<file path="src/rtl/llc_fifo_proc_update.sv">
// Packet FIFO between the LLC process stage and the update stage.
// First-word-fall-through. An empty FIFO presents an all-zero packet.
// Overflow and underflow errors are sticky until err_clr.

package llc_fifo_proc_update_pkg;
   typedef struct packed {
      logic        is_req_to_get;
      logic        is_rsp_to_get;
      logic        is_rst_to_resume;
      logic        is_wb_ack;
      logic [15:0] addr;
      logic [31:0] data;
   } fifo_proc_update_packet;
endpackage

module llc_fifo_proc_update
   import llc_fifo_proc_update_pkg::*;
#(
   parameter int DEPTH    = 4,
   parameter int AF_LEVEL = DEPTH - 1,
   localparam int PW      = $clog2(DEPTH),
   localparam int CW      = PW + 1
) (
   input  logic                   clk,
   input  logic                   rst,
   input  logic                   fifo_push_update,
   input  fifo_proc_update_packet fifo_update_in,
   input  logic                   fifo_pop_update,
   output fifo_proc_update_packet fifo_update_out,
   output logic                   fifo_empty_update,
   output logic                   fifo_full_update,
   output logic                   fifo_almost_full_update,
   output logic [CW-1:0]          fifo_count_update,
   input  logic                   err_clr,
   output logic                   err_overflow,
   output logic                   err_underflow
);

   localparam logic [CW-1:0] LP_DEPTH = CW'(DEPTH);
   localparam logic [CW-1:0] LP_AF    = CW'(AF_LEVEL);

   fifo_proc_update_packet r_mem [DEPTH];
   logic [PW-1:0]          r_head;
   logic [PW-1:0]          r_tail;
   logic [CW-1:0]          r_count;
   logic                   r_err_ovf;
   logic                   r_err_unf;

   logic w_empty;
   logic w_full;
   logic w_pop_ok;
   logic w_push_ok;
   logic w_ovf;
   logic w_unf;

   // Handshake qualification. All of it is based on the registered count.
   // A push into a full FIFO is still taken when a real pop frees the head
   // in the same cycle.
   always_comb begin
      w_empty   = (r_count == '0);
      w_full    = (r_count == LP_DEPTH);
      w_pop_ok  = fifo_pop_update && !w_empty;
      w_push_ok = fifo_push_update && (!w_full || w_pop_ok);
      w_ovf     = fifo_push_update && !w_push_ok;
      w_unf     = fifo_pop_update && w_empty;
   end

   // Entry storage. It has no reset; the pointers alone define what is valid.
   always_ff @(posedge clk) begin
      if (w_push_ok) r_mem[r_tail] <= fifo_update_in;
   end

   // Pointers and occupancy. DEPTH is a power of two, so the pointers wrap naturally.
   always_ff @(posedge clk or negedge rst) begin
      if (!rst) begin
         r_head  <= '0;
         r_tail  <= '0;
         r_count <= '0;
      end else begin
         if (w_push_ok) r_tail <= r_tail + PW'(1);
         if (w_pop_ok)  r_head <= r_head + PW'(1);
         case ({w_push_ok, w_pop_ok})
            2'b10:   r_count <= r_count + CW'(1);
            2'b01:   r_count <= r_count - CW'(1);
            default: r_count <= r_count;
         endcase
      end
   end

   // Sticky error flags. A new error wins over a clear in the same cycle.
   always_ff @(posedge clk or negedge rst) begin
      if (!rst) begin
         r_err_ovf <= 1'b0;
         r_err_unf <= 1'b0;
      end else begin
         if (w_ovf)        r_err_ovf <= 1'b1;
         else if (err_clr) r_err_ovf <= 1'b0;
         if (w_unf)        r_err_unf <= 1'b1;
         else if (err_clr) r_err_unf <= 1'b0;
      end
   end

   // Outputs. The flags decode only the registered count. The head packet is
   // masked to zero when empty, so unqualified flag decoders stay idle.
   always_comb begin
      fifo_empty_update       = w_empty;
      fifo_full_update        = w_full;
      fifo_almost_full_update = (r_count >= LP_AF);
      fifo_count_update       = r_count;
      err_overflow            = r_err_ovf;
      err_underflow           = r_err_unf;
      fifo_update_out         = w_empty ? '0 : r_mem[r_head];
   end

endmodule

</file>
<file path="config.mk">
export PLATFORM = sky130hd
export DESIGN_NAME = llc_fifo_proc_update
export DESIGN_NICKNAME = d
export VERILOG_FILES = /design/src/rtl/llc_fifo_proc_update.sv
export SDC_FILE = /design/constraint.sdc
export NUM_CORES = 1
export LEC_CHECK = 0
export CORE_ASPECT_RATIO = 1.25
export CORE_MARGIN = 5
export CORE_UTILIZATION = 49
export CTS_CLUSTER_DIAMETER = 120
export DETAILED_ROUTE_END_ITERATION = 16
export GPL_TIMING_DRIVEN = 0
export HOLD_SLACK_MARGIN = 0.05
export PLACE_DENSITY = 0.86
export SYNTH_ARGS = -nofsm -noshare
export SYNTH_HDL_FRONTEND = slang
export SYNTH_SLANG_ARGS = --single-unit
</file>
<file path="constraint.sdc">
create_clock -name clk -period 2.42 [get_ports clk]
set_input_delay 0.484 -clock clk [delete_from_list [all_inputs] [get_ports clk]]
set_output_delay 0.484 -clock clk [all_outputs]
set_load 0.01 [all_outputs]
</file>
==> impl_metrics.env, run 1 <==
export IMPL_regToRegStartpoint="fifo_count_update[1]"
export IMPL_crit_path_cell_trace="buf_12 -> buf_4 -> clkbuf_16 -> mux4_2 -> and2_4 -> buf_6"
export IMPL_path_clk_slew_ns=0.06
export IMPL_synth_most_common_cell="sky130_fd_sc_hd__edfxtp_1"
export IMPL_outcome="finished, violations left"
export IMPL_synth_area_leaders="sky130_fd_sc_hd__edfxtp_1, sky130_fd_sc_hd__mux4_2, sky130_fd_sc_hd__and2_1, sky130_fd_sc_hd__dfrtp_1, sky130_fd_sc_hd__mux4_1"
export IMPL_hpwlAfterDp_um=9910
export IMPL_wirelength_met1_um=6660
export IMPL_endpoints_failing_setup=50
export IMPL_routed_via_count=4228
export IMPL_clock_fmax_mhz=387
export IMPL_grt_first_pass_wirelength_um=25800
export IMPL_synth_ff_latch_count=217
export IMPL_port_buffers=116
export IMPL_hold_ws_ns=0.304
export IMPL_setup_slack_ns=-0.167
export IMPL_detail_route_first_pass_iterations=4
export IMPL_power_sequential_fraction_pct=35.3
export IMPL_dr_max_layer_used="met4"
export IMPL_cts_tree="done"
export IMPL_synth_distinct_cells=33
export IMPL_finalWirelength_um=17100
export IMPL_tritoncts_num_buffers=21
export IMPL_worstSetupPathType="reg -> out"
export IMPL_timing_critical_path_slowest_stage_cell="sky130_fd_sc_hd__mux4_2"
export IMPL_layout_nets=616
export IMPL_placed_cells_incl_taps=727
export IMPL_critical_path_max_stage_delay_ns=0.50
export IMPL_drt_wirelength_per_cell_um=21.8
export IMPL_floorplan_die_area_um2=20100
export IMPL_placementRows=53
export IMPL_clock_power_share_pct=20.8
export IMPL_synthDominantCellAreaShare_pct=73.4
export IMPL_switch_pwr_mw=4.18
export IMPL_final_instance_count_excl_fill=786
export IMPL_cts_hold_fix_buffers=0
export IMPL_insertion_delay_ns=0.48
export IMPL_max_cap_viol=0
export IMPL_antenna_found_initial=0
export IMPL_grtUsageTotal_pct=16.6
export IMPL_synth_common_cells="sky130_fd_sc_hd__edfxtp_1, sky130_fd_sc_hd__and2_1, sky130_fd_sc_hd__mux4_2"
export IMPL_wl_met2_um=9260
export IMPL_number_of_flops_mapped_to_enable_cells_by_yosys=208
export IMPL_timing_reg2reg_worst_path_depth=9
export IMPL_slew_viol_final=0
export IMPL_syn_num_nets=452
export IMPL_post_route_cells_drive_above_1_share_pct=40.8
export IMPL_post_route_drc_count=0
export IMPL_post_dp_cell_area_um2=9970
export IMPL_synth_flop_cell="sky130_fd_sc_hd__edfxtp_1"
export IMPL_cp_arrival_ns=2.10
export IMPL_power_combinational_fraction_pct=43.9
export IMPL_grt_overflow_total=0
export IMPL_worstPathRequired_ns=1.94
export IMPL_ys_async_sr_fraction_pct=4.15
export IMPL_initial_core_util_pct=50.1
export IMPL_maximum_number_of_pins_on_one_net_before_global_route_repair=53
export IMPL_ys_warn_count=0
export IMPL_pwr_density_cell_nw_per_um2=1330
export IMPL_power_leakage_nw=3.90
export IMPL_syn_mean_instance_area_um2=21.8
export IMPL_cell_internal_pwr_mw=10.5
export IMPL_post_synth_inst_count=390
export IMPL_finish_instance_area_um2=11100
export IMPL_met3WireLength_um=880
export IMPL_routed_via_density=5.38
export IMPL_synth_seq_area_share_pct=76.1
export IMPL_critPathCaptureType="output port"
export IMPL_grt_pass1_vias=4715
export IMPL_cts_root_buf="sky130_fd_sc_hd__clkbuf_16"
export IMPL_number_of_nets_with_antenna_violations_after_routing=0
export IMPL_coreArea_um2=17000
export IMPL_timing_critical_path_from_type="register"
export IMPL_timing_final_hold_violations=0
export IMPL_rsz_0062_raised_after_global_routing="yes"
export IMPL_clk_path_buf_depth=3
export IMPL_min_delay_path_class="in -> async"
export IMPL_drt_iter0_drc=337
export IMPL_irDropWorstVdd_mv=0.931
export IMPL_cts_max_level=1
export IMPL_num_antenna_cells=0
export IMPL_failed_checks="setup timing"
export IMPL_timing_final_crit_period_ns=2.59
export IMPL_tightestPinTransition_ns=0.835
export IMPL_mappedNetlistArea_um2=8510
export IMPL_die_h_um=157
export IMPL_final_period_utilization_pct=107
export IMPL_timing_critical_path_fanout_max=5
export IMPL_worstReg2RegEnd="fifo_count_update[1]"
export IMPL_synthToLayoutAreaGrowth_pct=29.9
export IMPL_gp_congestion=0.698
export IMPL_die_width_um=128
export IMPL_ioPinCount=117
export IMPL_relSlewSlack_pct=44.3
export IMPL_clock_sink_count=217
export IMPL_swShare_pct=28.4
export IMPL_post_synth_top_area_cell="sky130_fd_sc_hd__edfxtp_1"
export IMPL_fin_worst_skew_ns=0.0117
export IMPL_r2r_slack_ns=0.06
==> how the worst max path moves through the flow <==
stage               depth (start not counted)  slack [ns]                   end            startpoint
CTS                                         8       -0.30   fifo_update_out[20]             r_head[0]
global route                                6       -0.26    fifo_update_out[5]             r_head[0]
finish                                      6       -0.17    fifo_update_out[8]             r_head[0]
detailed placement                          4       -0.84          r_mem[1][27]      fifo_push_update
global placement                            4       -0.72          r_mem[3][27]      fifo_push_update
floorplan                                   8        0.27  fifo_count_update[1]  fifo_count_update[0]
==> power groups by stage <==
stage | combinational [mW] | clock [mW] | sequential (mW)
2_1_floorplan | 3.01 | 0 | 5.19
3_3_place_gp | 5.26 | 0 | 5.21
3_5_place_dp | 5.35 | 0 | 5.27
4_1_cts | 5.88 | 3.12 | 5.20
5_1_grt | 6.89 | 3.31 | 5.25
6_report | 6.46 | 3.06 | 5.19
==> timing repair <==
| action | 4_1_cts | 5_1_grt |
|---|---|---|
| setup buffers | 20 | 6 |
| cloned | 4 | 3 |
| pin swaps | 10 | 31 |
| endpoints found under the setup margin | 129 | 57 |
| gates resized for setup | 269 | 73 |
==> state kept, by name, indices dropped and copies added, names as in the netlist <==
name and flops:
err_underflow 1, fifo_count_update 3, err_overflow 1, r_tail 2
r_mem 208, r_head 2
==> cells in the final DEF (no fill, tap or decap), types with 5 or more instances in the layout <==
cell type and count:
sky130_fd_sc_hd__clkinv_2 7, sky130_fd_sc_hd__and2_4 44, sky130_fd_sc_hd__clkbuf_16 22, sky130_fd_sc_hd__buf_2 20
sky130_fd_sc_hd__clkdlybuf4s50_1 62, sky130_fd_sc_hd__and2_1 14, sky130_fd_sc_hd__mux4_2 51, sky130_fd_sc_hd__buf_6 46
sky130_fd_sc_hd__buf_4 8, sky130_fd_sc_hd__edfxtp_1 208, sky130_fd_sc_hd__inv_1 7, sky130_fd_sc_hd__dfrtp_1 5
sky130_fd_sc_hd__buf_12 8, sky130_fd_sc_hd__clkbuf_4 5, sky130_fd_sc_hd__buf_8 6
==> cell type report <==
class	count	area, um^2
multi-input cells	147	1950
inverters	7	26.3
clock inverters	10	98.8
clock buffers	25	541
well taps	220	275
flip-flops and latches	217	6480
fillers	1188	5920
plain buffers	18	196
repair buffers	142	1490
==> critical path, delay by kind of cell, from the launching register on <==
| kind | cells | cell delay, ns |
|---|---|---|
| buffers and inverters | 4 | 0.54 |
| multiplexers | 1 | 0.50 |
| flip-flops | 1 | 0.39 |
| AND/OR/NAND/NOR | 1 | 0.18 |
==> routing by layer <==
metal | global-route usage, % | vias to the layer above
met5 | 0 | -
met4 | 4.20 | 0
met3 | 3.22 | 25
met2 | 29.8 | 135
met1 | 20.9 | 2175
li1 | - | 1893
==> cell families after synthesis <==
family          after synthesis  synth area share [%]
simple gates                 72                  5.21
mux                          53                  14.1
buf+inv                      27                  2.35
compound gates               11                 0.956
flops                       217                  76.1
xor+xnor                      5                 0.515
fa+ha+maj                     5                 0.824
==> stage by stage <==
step                utilization (%)  total power, mW  TNS, ns  setup WS, ns
floorplan                         -             8.20        0         0.273
global placement               58.6             10.5  -154.31        -0.724
detailed placement             58.7             10.6  -113.78        -0.841
CTS                            63.9             14.2    -8.99        -0.296
global route                   65.1             15.4    -8.86        -0.256
finish                         65.1             14.7    -4.43        -0.167
Note: power is estimated with default switching activity, not from simulation.
==> run 2: changes to the inputs <==
SETUP_SLACK_MARGIN = 0.5   (was not set)
==> run 2 against run 1 <==
  * The flow still finishes with violations (setup timing)
  * Clock power about the same
  * Combinational power up 3%
  * Wire length up 12%
  * Critical path depth unchanged
  * Via count up 4.4%
  * Largest cell class unchanged
==> impl_metrics.env, run 2 (synthesis gave the netlist of run 1 again) <==
export IMPL_synthToLayoutAreaGrowth_pct=32.9
export IMPL_finish_instance_area_um2=11300
export IMPL_power_leakage_nw=4.01
export IMPL_placed_cells_incl_taps=727
export IMPL_layout_cells_most_common="sky130_fd_sc_hd__edfxtp_1"
export IMPL_final_period_utilization_pct=106
export IMPL_routed_via_density=5.46
export IMPL_grt_overflow_total=0
export IMPL_relSlewSlack_pct=70.1
export IMPL_cell_internal_pwr_mw=10.5
export IMPL_die_width_um=128
export IMPL_grtUsageTotal_pct=18.6
export IMPL_tightestPinTransition_ns=0.447
export IMPL_finalWirelength_um=19100
export IMPL_timing_final_hold_violations=0
export IMPL_switch_pwr_mw=4.36
export IMPL_pwr_density_cell_nw_per_um2=1310
export IMPL_irDropWorstVdd_mv=0.796
export IMPL_design_power_total_mw=14.9
export IMPL_failed_checks="setup timing"
export IMPL_insertion_delay_ns=0.49
export IMPL_worstPathRequired_ns=1.94
export IMPL_floorplan_die_area_um2=20100
export IMPL_critPathCaptureType="output port"
export IMPL_hpwlAfterDp_um=9920
export IMPL_detail_route_first_pass_iterations=4
export IMPL_timing_critical_path_from_type="register"
export IMPL_power_sequential_fraction_pct=34.6
export IMPL_outcome="finished, violations left"
export IMPL_hold_ws_ns=0.301
export IMPL_clock_fmax_mhz=390
export IMPL_clk_path_buf_depth=3
export IMPL_cts_max_level=1
export IMPL_layout_nets=636
export IMPL_tritoncts_num_buffers=20
export IMPL_swShare_pct=29.3
export IMPL_power_combinational_fraction_pct=44.6
export IMPL_grt_pass1_vias=4776
export IMPL_fill_cells=1143
export IMPL_timing_final_crit_period_ns=2.56
export IMPL_cp_arrival_ns=2.08
export IMPL_gp_congestion=0.732
export IMPL_layout_common_cells="sky130_fd_sc_hd__edfxtp_1, sky130_fd_sc_hd__clkdlybuf4s50_1, sky130_fd_sc_hd__mux4_2"
export IMPL_timing_reg2reg_worst_path_depth=9
export IMPL_maximum_number_of_pins_on_one_net_before_global_route_repair=31
export IMPL_path_clk_slew_ns=0.07
export IMPL_rsz_0062_raised_after_global_routing="yes"
export IMPL_largest_register_ffs=208
export IMPL_antenna_found_initial=1
export IMPL_min_delay_path_class="in -> async"
export IMPL_cts_tree="done"
export IMPL_final_instance_count_excl_fill=809
export IMPL_clock_power_share_pct=20.8
export IMPL_initial_core_util_pct=50.1
export IMPL_placementRows=53
export IMPL_post_dp_cell_area_um2=9990
export IMPL_max_cap_viol=0
export IMPL_drt_wirelength_per_cell_um=23.6
export IMPL_clock_sink_count=217
export IMPL_cts_root_buf="sky130_fd_sc_hd__clkbuf_16"
export IMPL_timing_critical_path_fanout_max=6
export IMPL_slew_viol_final=0
export IMPL_r2r_slack_ns=0.11
export IMPL_ioPinCount=117
export IMPL_worstSetupPathType="reg -> out"
export IMPL_number_of_nets_with_antenna_violations_after_routing=0
export IMPL_routed_via_count=4416
export IMPL_grt_first_pass_wirelength_um=28100
export IMPL_worstReg2RegEnd="fifo_count_update[1]"
export IMPL_regToRegStartpoint="fifo_count_update[0]"
export IMPL_post_route_drc_count=0
export IMPL_coreArea_um2=17000
export IMPL_endpoints_failing_setup=52
export IMPL_setup_slack_ns=-0.141
export IMPL_fin_worst_skew_ns=0.0148
export IMPL_die_h_um=157
export IMPL_cts_hold_fix_buffers=0
export IMPL_drt_iter0_drc=327
export IMPL_register_containing_the_most_flip_flops_in_the_final_layout="r_mem"
export IMPL_post_route_cells_drive_above_1_share_pct=43.0
export IMPL_port_buffers=116
==> run 2: cell count changes in the layout (fill, tap and decap cells not counted), moves of 2 or more <==
cell	delta
sky130_fd_sc_hd__and2_1	+7
sky130_fd_sc_hd__buf_4	+5
sky130_fd_sc_hd__buf_8	-2
sky130_fd_sc_hd__buf_6	+2
sky130_fd_sc_hd__clkbuf_16	+3
sky130_fd_sc_hd__clkdlybuf4s50_1	-4
sky130_fd_sc_hd__clkbuf_1	-2
sky130_fd_sc_hd__and2_4	+6
sky130_fd_sc_hd__clkbuf_2	+4
sky130_fd_sc_hd__clkinv_1	+3
sky130_fd_sc_hd__clkinvlp_4	+2
sky130_fd_sc_hd__clkinv_2	-3
sky130_fd_sc_hd__clkbuf_4	-2
==> run 2: routing by layer <==
layer,track usage (%),vias to the layer above,wire [um]
li1,-,1952,-
met2,33.6,142,10400
met5,0,-,0
met3,3.02,27,1090
met4,4.95,0,320
met1,23.3,2295,7230
==> run 2: cell type report <==
cell class,instances,area (um^2),share of cell area [%]
repair buffers,148,1530,13.5
plain buffers,20,241,2.14
clock buffers,23,533,4.71
clock inverters,13,119,1.05
well taps,220,275,2.43
inverters,7,28.8,0.255
diodes,1,2.50,0.0221
flip-flops and latches,217,6470,57.3
multi-input cells,160,2100,18.6
==> run 2: timing repair <==
action,CTS,global route
gates resized for setup,315,51
pin swaps,17,22
cloned,12,8
buffers inserted,14,11
setup endpoints to repair,268,166
==> run 2: worst max path at each step <==
stage / start / end / slack (ns) / cells after the start
2_1_floorplan: fifo_push_update / r_mem[0][0] / 0.31 / 3
3_3_place_gp: fifo_push_update / r_mem[1][28] / -0.81 / 4
3_5_place_dp: fifo_push_update / r_mem[2][23] / -0.57 / 5
4_1_cts: r_head[0] / fifo_update_out[42] / -0.22 / 5
5_1_grt: r_head[0] / fifo_update_out[11] / -0.21 / 6
6_report: r_head[0] / fifo_update_out[5] / -0.14 / 6
==> run 2: critical path, stage by stage (launching register included) <==
cell,delay [ns]
sky130_fd_sc_hd__dfrtp_1,0.41
sky130_fd_sc_hd__buf_12,0.17
sky130_fd_sc_hd__buf_12,0.12
sky130_fd_sc_hd__clkbuf_16,0.14
sky130_fd_sc_hd__mux4_2,0.49
sky130_fd_sc_hd__and2_4,0.15
sky130_fd_sc_hd__buf_6,0.11
==> run 2: power groups by stage <==
stage | combinational, mW | sequential [mW] | clock [mW]
after global routing | 7.04 | 5.19 | 3.33
after floorplan | 3.04 | 5.20 | 0
final | 6.63 | 5.14 | 3.09
after detailed placement | 5.40 | 5.26 | 0
after CTS | 5.95 | 5.14 | 3.15
after global placement | 5.27 | 5.22 | 0
==> run 2: stage by stage <==
step / util [%] / setup TNS (ns) / worst slack, ns
after CTS: 64.2 / -4.63 / -0.215
after global placement: 58.7 / -173.00 / -0.806
after global routing: 66.6 / -8.24 / -0.213
after detailed placement: 58.9 / -98.72 / -0.570
after floorplan: - / 0 / 0.310
final: 66.6 / -4.91 / -0.141
